===== config.mk =====
export PLATFORM = sky130hd
export DESIGN_NAME = branch_predictor
export DESIGN_NICKNAME = d
export VERILOG_FILES = /design/src/rtl/pkg_opengpu.sv /design/src/rtl/branch_predictor.sv
export SDC_FILE = /design/constraint.sdc
export NUM_CORES = 1
export LEC_CHECK = 0
export BUFFER_PORTS_ARGS = -buffer_cell sky130_fd_sc_hd__buf_2
export CAP_MARGIN = 20
export CORE_MARGIN = 4
export CORE_UTILIZATION = 35
export CTS_BUF_LIST = sky130_fd_sc_hd__clkbuf_4 sky130_fd_sc_hd__clkbuf_8
export CTS_CLUSTER_SIZE = 16
export DETAILED_ROUTE_END_ITERATION = 8
export MAX_ROUTING_LAYER = met4
export SETUP_SLACK_MARGIN = 0.1
export SLEW_MARGIN = 20
export SYNTH_ARGS = -nofsm -noshare
export SYNTH_HDL_FRONTEND = slang
export SYNTH_SLANG_ARGS = --single-unit

===== constraint.sdc =====
create_clock -name clk -period 3.7 [get_ports clk]
set_input_delay 0.37 -clock clk [delete_from_list [all_inputs] [get_ports clk]]
set_output_delay 0.37 -clock clk [all_outputs]
set_load 0.03 [all_outputs]

===== src/rtl/pkg_opengpu.sv =====
// Shared GPU core parameters and the branch prediction tracking entry.
// Imported by the branch predictor.
package pkg_opengpu;

    localparam int WARP_ID_WIDTH = 2;
    localparam int ADDR_WIDTH    = 32;
    localparam int DATA_WIDTH    = 32;
    localparam int NUM_WARPS     = 2 ** WARP_ID_WIDTH;

    typedef struct packed {
        logic                  valid;
        logic                  taken;
        logic [ADDR_WIDTH-1:0] target;
    } pred_entry_t;

endpackage


===== src/rtl/branch_predictor.sv =====
// Static BTFN branch predictor with per-warp misprediction tracking.
// Ports: clk/rst, fetch_* (unused), decode_* (predict), exec_* (resolve),
// predict_taken/predict_target, misprediction/mispredict_warp_id/correct_pc.
module branch_predictor
    import pkg_opengpu::*;
#(
    parameter int NUM_WARPS = pkg_opengpu::NUM_WARPS
) (
    input  logic                     clk,
    input  logic                     rst,
    input  logic                     fetch_valid,
    input  logic [WARP_ID_WIDTH-1:0] fetch_warp_id,
    input  logic [ADDR_WIDTH-1:0]    fetch_pc,
    input  logic                     decode_valid,
    input  logic [WARP_ID_WIDTH-1:0] decode_warp_id,
    input  logic [ADDR_WIDTH-1:0]    decode_pc,
    input  logic                     decode_is_branch,
    input  logic [DATA_WIDTH-1:0]    decode_branch_offset,
    input  logic                     exec_valid,
    input  logic [WARP_ID_WIDTH-1:0] exec_warp_id,
    input  logic [ADDR_WIDTH-1:0]    exec_pc,
    input  logic                     exec_is_branch,
    input  logic                     exec_branch_taken,
    input  logic [DATA_WIDTH-1:0]    exec_branch_target,
    output logic                     predict_taken,
    output logic [ADDR_WIDTH-1:0]    predict_target,
    output logic                     misprediction,
    output logic [WARP_ID_WIDTH-1:0] mispredict_warp_id,
    output logic [ADDR_WIDTH-1:0]    correct_pc
);

    logic unused_fetch;
    assign unused_fetch = ^{fetch_valid, fetch_warp_id, fetch_pc};

    pred_entry_t table_q [NUM_WARPS];
    pred_entry_t table_d [NUM_WARPS];

    logic                     predict_taken_q, predict_taken_d;
    logic [ADDR_WIDTH-1:0]    predict_target_q, predict_target_d;
    logic                     misprediction_q, misprediction_d;
    logic [WARP_ID_WIDTH-1:0] mispredict_warp_id_q, mispredict_warp_id_d;
    logic [ADDR_WIDTH-1:0]    correct_pc_q, correct_pc_d;

    logic                  dec_in_range;
    logic                  exe_in_range;
    logic                  dec_taken;
    logic [ADDR_WIDTH-1:0] dec_target;
    logic [ADDR_WIDTH-1:0] exe_fallthru;
    logic [ADDR_WIDTH-1:0] exe_target;
    pred_entry_t           exe_entry;
    logic                  exe_branch;
    logic                  exe_mismatch;

    // Ids beyond the table depth have no entry: never written, read as invalid.
    assign dec_in_range = 32'(decode_warp_id) < NUM_WARPS;
    assign exe_in_range = 32'(exec_warp_id) < NUM_WARPS;

    // Backward (negative offset) branches are predicted taken.
    assign dec_taken  = decode_is_branch & decode_branch_offset[DATA_WIDTH-1];
    assign dec_target = dec_taken
                      ? decode_pc + decode_branch_offset[ADDR_WIDTH-1:0]
                      : decode_pc + ADDR_WIDTH'(4);

    assign exe_fallthru = exec_pc + ADDR_WIDTH'(4);
    assign exe_target   = exec_branch_target[ADDR_WIDTH-1:0];
    assign exe_branch   = exec_valid & exec_is_branch;

    always_comb begin
        exe_entry = '0;
        exe_entry.target = exe_fallthru;
        if (exe_in_range && table_q[exec_warp_id].valid) begin
            exe_entry = table_q[exec_warp_id];
        end
    end

    assign exe_mismatch = (exe_entry.taken != exec_branch_taken) ||
                          (exec_branch_taken && exe_entry.target != exe_target);

    always_comb begin
        predict_taken_d      = 1'b0;
        predict_target_d     = predict_target_q;
        misprediction_d      = 1'b0;
        mispredict_warp_id_d = mispredict_warp_id_q;
        correct_pc_d         = correct_pc_q;
        table_d              = table_q;

        if (decode_valid) begin
            predict_taken_d  = dec_taken;
            predict_target_d = dec_target;
        end

        if (exe_branch) begin
            if (exe_mismatch) begin
                misprediction_d      = 1'b1;
                mispredict_warp_id_d = exec_warp_id;
                correct_pc_d = exec_branch_taken ? exe_target : exe_fallthru;
            end
            if (exe_in_range) begin
                table_d[exec_warp_id].valid = 1'b0;
            end
        end

        // Decode write comes last so it wins over a same-warp exec clear.
        if (decode_valid && decode_is_branch && dec_in_range) begin
            table_d[decode_warp_id].valid  = 1'b1;
            table_d[decode_warp_id].taken  = dec_taken;
            table_d[decode_warp_id].target = dec_target;
        end
    end

    always_ff @(posedge clk) begin
        if (rst) begin
            predict_taken_q      <= 1'b0;
            predict_target_q     <= '0;
            misprediction_q      <= 1'b0;
            mispredict_warp_id_q <= '0;
            correct_pc_q         <= '0;
            for (int i = 0; i < NUM_WARPS; i++) begin
                table_q[i] <= '0;
            end
        end else begin
            predict_taken_q      <= predict_taken_d;
            predict_target_q     <= predict_target_d;
            misprediction_q      <= misprediction_d;
            mispredict_warp_id_q <= mispredict_warp_id_d;
            correct_pc_q         <= correct_pc_d;
            table_q              <= table_d;
        end
    end

    assign predict_taken      = predict_taken_q;
    assign predict_target     = predict_target_q;
    assign misprediction      = misprediction_q;
    assign mispredict_warp_id = mispredict_warp_id_q;
    assign correct_pc         = correct_pc_q;

endmodule


==> impl_results.md, run 1 <==
* Initial antenna violation count at 0
* Yosys top cell by area: dfxtp_1
* Die area at between 0.03 and 0.04 mm^2
* Post-route setup TNS at 0 ps
* Num rows at 68
* Largest net degree at the start of global routing at between 100 and 150
* Final Slew Violations at 0
* FF-to-FF End: correct_pc[8]
* CTS resizes at 0
* Most frequent standard cell in the layout excluding fill and tap cells: nand2_1
* CP delay by family, top: simple AND/OR/NAND/NOR gates
* CTS Buffer Depth at 3
* I/O pin count at ~240
* Port Buffers at roughly 210
* Unrepaired setup endpoints after global routing: false
* First-pass GRT wire length at approximately 64,000 um
* GP Congestion at 0.9194
* Most frequent cells in the layout: 252 x nand2_1, 205 x buf_2, 204 x dfxtp_1, 147 x nor2_1, 138 x a21oi_1
* Worst setup path category: flop to flop
* Critical Path AT at approximately 3600 ps
* Tightest Pin Transition at around 1100 ps
* Number of enable flip-flop cells after synthesis at 0
* Primary FF master, synth: dfxtp_1
* Buffer and inverter count on the worst path at 2
* Crit-path max FO at 12
* Worst Setup Start Kind: flop
* Max stage delay on crit path at 550 ps
* Crit. End Element: flop
* Area grow syn2layout at 20.06%
* Register area share after synthesis at about 33%
* Final Critical Period at between 3000 and 4000 ps
* Hold Vio Cnt, Final at 0
* Post-Route WL at around 41,000 um
* Nets at 1,968
* Die Span X at 196.8 um
* DR WL/cell at roughly 18 um
* Fraction of layout cells with a size suffix above 1 at a little over a fifth
* Slowest-stage cell, CP: or4_1
* Post-synth cell types at between 60 and 70
* Initial core utilization at about 36%
* HP Start: decode_branch_offset[31]
* Placement Cell Area at between 0.01 and 0.015 mm^2
* Initial drt markers at between 700 and 800
* Setup Fix Bufs, Post-CTS at 0
* Worst path cell trace: mux4_2 -> buf_4 -> nor4_1 -> o32ai_1 -> or4_1 -> a2111oi_2 -> a211o_2 -> buf_12 -> mux2i_1 -> nor2_1
* H-tree depth at 2
* Endpoints failing setup at 0
* Leak Pwr at ~6.1 nW
* Seq cells post-synth at between 200 and 250
* Final Cycle Share at between 80% and 90%
* CTS sink count at 204
* Share of the synthesized area in the top cell type at 32.73%
* First drt pass iteration count at 5
* End of the worst hold path: predict_taken
* CTS tree: done
* # diodes at 0
* Max-slew headroom at between 20% and 30%
* Synth warnings at 0
* Path depth of the worst reg2reg path at 10
* Mapped Area at 0.01248 mm^2
* Post-CTS Hold Fix Bufs at 0
* Cell area power density at approximately 380 mW/mm^2
* Vias in the first global route at around 12,000
* Reg2Reg Setup Slack at approximately 480 ps
* Syn nets at around 1,800
* Clock Skew at 18.13 ps
* Worst skew pair latency at between 500 and 600 ps
* Via count at 12,080
* DRC errors left at 0
* Core box area at about 0.035 mm^2
* Most area-consuming cells after synthesis: dfxtp_1 33%, nand2_1 7.6%, mux4_2 5.8%
* Avg Cell Area, Syn at around 8.0 um^2
* Asr flop ratio synth at 0%
* Clock slew seen by the registers of the worst setup and hold paths at 60 ps
* Total clock buffers created by CTS at 36
* Status: finished, final reports clean
* Type of the most critical hold path: input port to flop
* Finished Cell Area at 0.01498 mm^2
* Via density at approximately 5.4
* Max-cap violations at 0
* FF-to-FF Start: table_q[33]
* Clk root buf: clkbuf_8
* Worst Hold Depth at 2
* CP required at 4060 ps
* Filler Cells Inserted at between 3,000 and 4,000
* DP HPWL at between 30,000 and 40,000 um
* Max Fclk at 310.4 MHz
* Total gr overflow at 0
* Die H at between 150 and 200 um
* GRT Resource Usage Total at a little over a fifth
* Worst vdd ir at 0.2104 mV
* Gate count of the mapped netlist at around 1,600
* Antenna Nets Post-Route at 0
cells in the mapped netlist, drive strengths merged (17+ instances only):
cell type / instances
a211oi: 47
a21o: 19
a21oi: 138
buf: 24
clkbuf: 83
dfxtp: 204
ha: 33
inv: 24
mux2i: 63
mux4: 32
nand2: 252
nand3: 54
nand3b: 18
nand4: 17
nor2: 149
nor3: 25
nor4: 17
o21ai: 75
xnor2: 69
xor2: 34
logic make-up (layout without fill, tap and decap cells):
group                    Yosys count  after routing  share of synthesized area (%)
XOR/XNOR                         103            103                          7.230
adder cells (fa/ha/maj)           34             34                          3.469
AND/OR/NAND/NOR                  616            616                          22.87
multiplexers                     101            101                          11.37
flip-flops                       204            204                          32.73
AO/OA/AOI/OAI                    364            364                          17.99
buffers and inverters            131            362                          4.342
through the flow:
stage | instances | utilization (%) | setup WS (ps) | hold WS [ps] | power [mW]
2_1_floorplan | 1553 | - | 292.9 | 428.7 | 3.134
3_3_place_gp | 2177 | 40.81 | 76.12 | 437.1 | 3.566
3_5_place_dp | 2177 | 40.81 | 16.51 | 445.4 | 3.581
4_1_cts | 2239 | 42.95 | 467.2 | 116.9 | 5.741
5_1_grt | 2239 | 42.95 | 233.3 | 118.3 | 5.962
6_report | 2239 | 42.95 | 478.5 | 139.8 | 5.692
flip-flops by register name, summed over array words and instances, names as in the netlist:
register	flops
predict_taken	1
misprediction	1
table_q	136
predict_target	32
mispredict_warp_id	2
correct_pc	32
layer usage:
metal  share of wire, %  global-route usage [%]  wire (um)  vias up
met5                  0                       -          0        -
met4                2.1                   4.931        870        0
met3                6.4                   2.513       2625       53
met2                 44                   31.61      17850      408
met1                 48                   30.00      19680     5658
li1                   -                       -          -     5963
final cells by class:
class	count	area, um^2	area share [%]
clock buffer	56	708.2	4.727
clock inverter	6	36.28	0.2422
inverter	24	90.09	0.6013
multi-input combinational	1218	7869	52.52
sequential	204	4084	27.26
tap	455	569.3	3.800
timing repair buffer	276	1625	10.85
where the power goes:
| part | switching [mW] | internal, mW | total (mW) |
|---|---|---|---|
| registers | 0.0465 | 2.28 | 2.33 |
| clock network | 0.934 | 1.22 | 2.15 |
| logic | 0.745 | 0.470 | 1.21 |
| total | 1.73 | 3.97 | 5.69 |
worst max path at each step:
stage                    start              to  slack, ps  cells after the start
2_1_floorplan  exec_warp_id[0]  correct_pc[10]        290                     14
3_3_place_gp       exec_pc[10]  correct_pc[30]         80                     12
3_5_place_dp       exec_pc[10]   correct_pc[8]         20                     12
4_1_cts            table_q[33]  correct_pc[25]        470                     10
5_1_grt            table_q[33]  correct_pc[29]        230                     10
6_report           table_q[33]   correct_pc[8]        480                     10
worst register-to-register path, stage by stage (launching register included):
cell       delay, ps
dfxtp_1          320
mux4_2           540
buf_4            220
nor4_1           280
o32ai_1          120
or4_1            550
a2111oi_2        300
a211o_2          320
buf_12           180
mux2i_1          200
nor2_1            50
(Power assumes the default switching activity.)
==> run 2: changes to the inputs <==
--- a/config.mk
+++ b/config.mk
@@ -5,13 +5,13 @@
 export SDC_FILE = /design/constraint.sdc
 export NUM_CORES = 1
 export LEC_CHECK = 0
-export BUFFER_PORTS_ARGS = -buffer_cell sky130_fd_sc_hd__buf_2
 export CAP_MARGIN = 20
 export CORE_MARGIN = 4
 export CORE_UTILIZATION = 35
 export CTS_BUF_LIST = sky130_fd_sc_hd__clkbuf_4 sky130_fd_sc_hd__clkbuf_8
 export CTS_CLUSTER_SIZE = 16
 export DETAILED_ROUTE_END_ITERATION = 8
+export DONT_BUFFER_PORTS = 1
 export MAX_ROUTING_LAYER = met4
 export SETUP_SLACK_MARGIN = 0.1
 export SLEW_MARGIN = 20
==> impl_results.md, run 2 (same netlist as run 1, synthesis figures left out) <==
* Leak Pwr at 5.154 nW
* Final Slew Violations at 0
* H-tree depth at 2
* Clock Skew at approximately 22 ps
* Initial drt markers at 827
* Via count at around 11,000
* Max-slew headroom at approximately 29%
* Clock slew seen by the registers of the worst setup and hold paths at approximately 70 ps
* Net switching power at 1.638 mW
* Worst Setup Start Kind: flop
* Via density at 5.605
* CTS tree: done
* Worst skew pair latency at 550 ps
* Endpoints failing setup at 0
* Top reg by flops: table_q
* Max reg flops at roughly 140
* Antenna Nets Post-Route at 0
* Type of the most critical hold path: input port to flop
* Num rows at 68
* Seq pwr share at 42.1%
* Critical Path AT at 3720 ps
* First drt pass iteration count at 6
* Path depth of the worst reg2reg path at 11
* Clock power share at 42.1%
* Total clock buffers created by CTS at 38
* Area grow syn2layout at 11.53%
* Post-route setup TNS at 0 ps
* CP required at between 4000 and 5000 ps
* Final Cycle Share at between 80% and 90%
* Fraction of layout cells with a size suffix above 1 at a little over 10%
* Area occupied by multi-input gates at between 0.007 and 0.008 mm^2
* Worst Hold Depth at 2
* Port Buffers at 0
* GP Congestion at 0.9384
* Worst setup path category: flop to flop
* CTS Buffer Depth at 3
* Total gr overflow at 0
* Worst vdd ir at ~0.38 mV
* Max Fclk at 300.8 MHz
* Filler Cells Inserted at 3,570
* Cell area power density at slightly above 400 mW/mm^2
* Status: finished, final reports clean
* Max-cap violations at 0
* Die H at a little under 200 um
* Crit. End Element: flop
* Tightest Pin Transition at approximately 1100 ps
* Nets at roughly 1,700
* Die area at 0.03874 mm^2
* Most frequent cells in the layout: 252 x nand2_1, 204 x dfxtp_1, 147 x nor2_1, 138 x a21oi_1, 73 x o21ai_0
* DP HPWL at 28,550 um
* Total power at between 5 and 6 mW
* Core box area at ~0.035 mm^2
* Vias in the first global route at approximately 11,000
* Unrepaired setup endpoints after global routing: false
* Initial core utilization at a little over a third
* Largest net degree at the start of global routing at approximately 190
* Clk root buf: clkbuf_8
* Gate power share at about 16%
* DRC errors left at 0
* Int Pwr at ~4.1 mW
* Crit-path max FO at 12
* First-pass GRT wire length at about 62,000 um
* I/O pin count at roughly 240
* Initial antenna violation count at 0
* Most frequent standard cell in the layout excluding fill and tap cells: nand2_1
* Reg area at a little over 0.004 mm^2
* Hold WS at ~27 ps
* Die Span X at around 200 um
* GRT Resource Usage Total at around a fifth
* # diodes at 0
* Hold Vio Cnt, Final at 0
* DR WL/cell at roughly 20 um
* CTS sink count at 204
* Sw Ratio at between 20% and 30%
* Final Critical Period at 3324 ps
* Post-Route WL at 40,480 um
## run 2: changes by cell type in the layout (fill, tap and decap cells not counted), moves of 2 or more
cell           before  now
dlygate4sd3_1       0   12
buf_12              5    2
nor2_2              2    0
nor2_4              0    2
bufinv_16           0    3
buf_4              65   36
clkbuf_4           10   12
buf_2             205    0
## run 2: final timing paths
check          startpoint                  to  slack [ps]
min reg2reg    table_q[8]          table_q[8]         450
min          decode_valid  predict_target[30]          30
max           table_q[33]       correct_pc[5]         380
max reg2reg   table_q[33]       correct_pc[5]         380
## run 2: layout make-up
cell class / instances / share of cell area [%]
clock buffers: 57 / 5.098
clock inverters: 9 / 0.8811
inverters: 24 / 0.6473
multi-input cells: 1218 / 56.65
flip-flops and latches: 204 / 29.34
well taps: 455 / 4.091
repair buffers: 51 / 3.290
## run 2: layer usage
metal	vias to the layer above	share of wire, %	track usage, %
li1	5517	-	-
met1	5312	44	27.78
met5	-	0	-
met2	437	43	30.66
met3	45	11	6.103
met4	0	1.6	4.622
## run 2: through the flow
stage	cells	area (um^2)	utilization (%)	setup WS, ps
after floorplan	1553	12480	-	292.9
after global placement	1938	12910	37.02	213.6
after detailed placement	1938	12910	37.02	160.6
after CTS	2018	13910	39.88	345.2
after global routing	2018	13920	39.90	185.0
final	2018	13920	39.90	375.7
## run 2: power groups by stage
| stage | logic (mW) | registers [mW] | clock network [mW] |
|---|---|---|---|
| after floorplan | 0.695 | 2.44 | 0 |
| after global placement | 0.829 | 2.46 | 0 |
| after detailed placement | 0.837 | 2.46 | 0 |
| after CTS | 0.902 | 2.41 | 2.47 |
| after global routing | 1.00 | 2.42 | 2.58 |
| final | 0.911 | 2.41 | 2.41 |
## run 2: worst max-delay path: stages (launching register included)
cell,delay [ps]
dfxtp_1,320
mux4_2,620
a41o_1,260
o22ai_1,130
xor2_1,200
o2111ai_1,130
or4_1,420
a2111oi_2,300
a211o_2,280
buf_4,240
mux2i_1,200
nor2_1,50
## run 2: repair_timing
action	in CTS	in global routing
hold buffers	14	0
hold endpoints to repair	192	0
resized for setup	0	1
setup buffers	0	0
endpoints found under the setup margin	0	1
==> run 3: changes to the inputs <==
--- a/config.mk
+++ b/config.mk
@@ -7,12 +7,13 @@
 export LEC_CHECK = 0
 export CAP_MARGIN = 20
 export CORE_MARGIN = 4
-export CORE_UTILIZATION = 35
+export CORE_UTILIZATION = 55
 export CTS_BUF_LIST = sky130_fd_sc_hd__clkbuf_4 sky130_fd_sc_hd__clkbuf_8
 export CTS_CLUSTER_SIZE = 16
 export DETAILED_ROUTE_END_ITERATION = 8
 export DONT_BUFFER_PORTS = 1
 export MAX_ROUTING_LAYER = met4
+export PLACE_DENSITY = 0.7
 export SETUP_SLACK_MARGIN = 0.1
 export SLEW_MARGIN = 20
 export SYNTH_ARGS = -nofsm -noshare
==> impl_results.md, run 3 (same netlist as run 1, synthesis figures left out) <==
* Status: finished, final reports clean
* CTS tree: done
* Worst setup path category: flop to flop
* Area occupied by multi-input gates at approximately 0.0079 mm^2
* GRT Resource Usage Total at between 20 and 30%
* Max Fclk at about 300 MHz
* Type of the most critical hold path: input port to flop
* Reg2Reg Setup Slack at about 380 ps
* Stages on worst setup path at 11
* Clk root buf: clkbuf_8
* Total clock buffers created by CTS at 37
* Fraction of layout cells with a size suffix above 1 at 10.31%
* I/O pin count at roughly 240
* Max-cap violations at 0
* Leak Pwr at a little over 5 nW
* Post-route worst setup slack at 377.6 ps
* Reg area at between 0.004 and 0.005 mm^2
* Top reg by flops: table_q
* Pre-CTS WS at around 250 ps
* Die area at approximately 0.025 mm^2
* Max stage delay on crit path at ~630 ps
* Total gr overflow at 0
* Buffer and inverter count on the worst path at 1
* Via density at 6.122
* Crit. End Element: flop
* CTS Buffer Depth at 3
* Crit-path max FO at 14
* Antenna Nets Post-Route at 0
* Worst Setup Start Kind: flop
* Fin cells at approximately 1,800
* Slowest-stage cell, CP: mux4_2
* Core box area at between 0.02 and 0.025 mm^2
* Placement Cell Area at approximately 0.013 mm^2
* Port Buffers at 0
* # diodes at 0
* Via count at around 11,000
* Nets at roughly 1,700
* Max-slew headroom at between 20% and 30%
* Initial antenna violation count at 0
* Final Cycle Share at approximately 90%
* Crit. Startpoint: table_q[33]
* Clock Skew at roughly 32 ps
* Final Slew Violations at 0
* Die H at ~160 um
* H-tree depth at 2
* Dpl cells at ~1,800
* Most frequent standard cell in the layout excluding fill and tap cells: nand2_1
* Tightest Pin Transition at ~1100 ps
* CP delay by family, top: compound AO/OA/AOI/OAI gates
* Clock slew seen by the registers of the worst setup and hold paths at 60 ps
* Unrepaired setup endpoints after global routing: false
* Die Span X at approximately 160 um
* Max reg flops at between 100 and 150
* Initial core utilization at between 50% and 60%
* Path depth of the worst reg2reg path at 11
* CTS sink count at ~200
* FF-to-FF End: correct_pc[3]
* DR WL/cell at between 15 and 20 um
* Filler Cells Inserted at ~2,000
* CP required at between 4000 and 5000 ps
* Post-Route WL at around 37,000 um
* DP HPWL at ~26,000 um
* Num rows at 54
* FF-to-FF Start: table_q[33]
* Setup Fix Bufs, Post-CTS at 0
* Largest net degree at the start of global routing at 188
* Endpoints failing setup at 0
* Post-route setup TNS at 0 ps
* Critical Path AT at ~3700 ps
* Final Core Density at 61.77%
* DRC errors left at 0
* GP Congestion at between 0.9 and 1
* Worst skew pair latency at 530 ps
* First-pass GRT wire length at ~57,000 um
* Finished Cell Area at around 0.014 mm^2
* Initial drt markers at 878
* Worst path cell trace: mux4_2 -> a41o_1 -> o22ai_1 -> xor2_1 -> o2111ai_1 -> or4_1 -> a2111oi_2 -> a211o_2 -> buf_4 -> mux2i_1 -> nor2_1
* Hold WS at 15.44 ps
* Hold Vio Cnt, Final at 0
* First drt pass iteration count at 5
* Most frequent cells in the layout: 252 x nand2_1, 204 x dfxtp_1, 147 x nor2_1, 138 x a21oi_1, 73 x o21ai_0
* Total power at about 5.5 mW
* Final Critical Period at about 3300 ps
* Vias in the first global route at 10,780
* Cell area power density at a little over 400 mW/mm^2
* Worst vdd ir at roughly 0.23 mV
* Area grow syn2layout at 9.375%
* Crit path to: correct_pc[3]
-- run 3: cell count changes in the layout (fill, tap and decap cells not counted), moves of 2 or more --
cell           before  now
clkinv_2            5    3
dlygate4sd3_1      12   10
buf_4              36   38
bufinv_16           3    1
-- run 3: cell type report --
cell class / count / share of cell area, %
clock buffer: 59 / 5.354
clock inverter: 6 / 0.4400
inverter: 24 / 0.6601
multi-input combinational: 1218 / 57.74
sequential: 204 / 29.92
tap: 280 / 2.567
timing repair buffer: 51 / 3.319
-- run 3: routing by layer --
metal  track usage (%)  up-vias  wire length, um
met1             37.35     5273            15670
met2             45.88      435            16680
li1                  -     5518                -
met3             6.850       50             3378
met5                 -        -                0
met4             8.083        0              800
-- run 3: how the worst min path moves through the flow --
stage	startpoint	end	depth (start not counted)
global placement	table_q[117]	table_q[117]	2
floorplan	table_q[83]	table_q[83]	2
CTS	decode_valid	predict_target[14]	2
finish	decode_valid	predict_target[17]	2
detailed placement	table_q[90]	table_q[90]	2
global route	decode_valid	predict_target[3]	2
-- run 3: timing repair --
item | 4_1_cts | 5_1_grt
resized for setup | 0 | 0
endpoints found under the hold margin | 192 | 1
hold buffers | 10 | 1
-- run 3: power by group --
part	switching [mW]	total (mW)	internal (mW)	leakage (nW)
clock	0.936	2.26	1.32	0.417
combinational	0.504	0.884	0.379	3.05
sequential	0.131	2.41	2.28	1.66
total	1.57	5.55	3.98	5.13
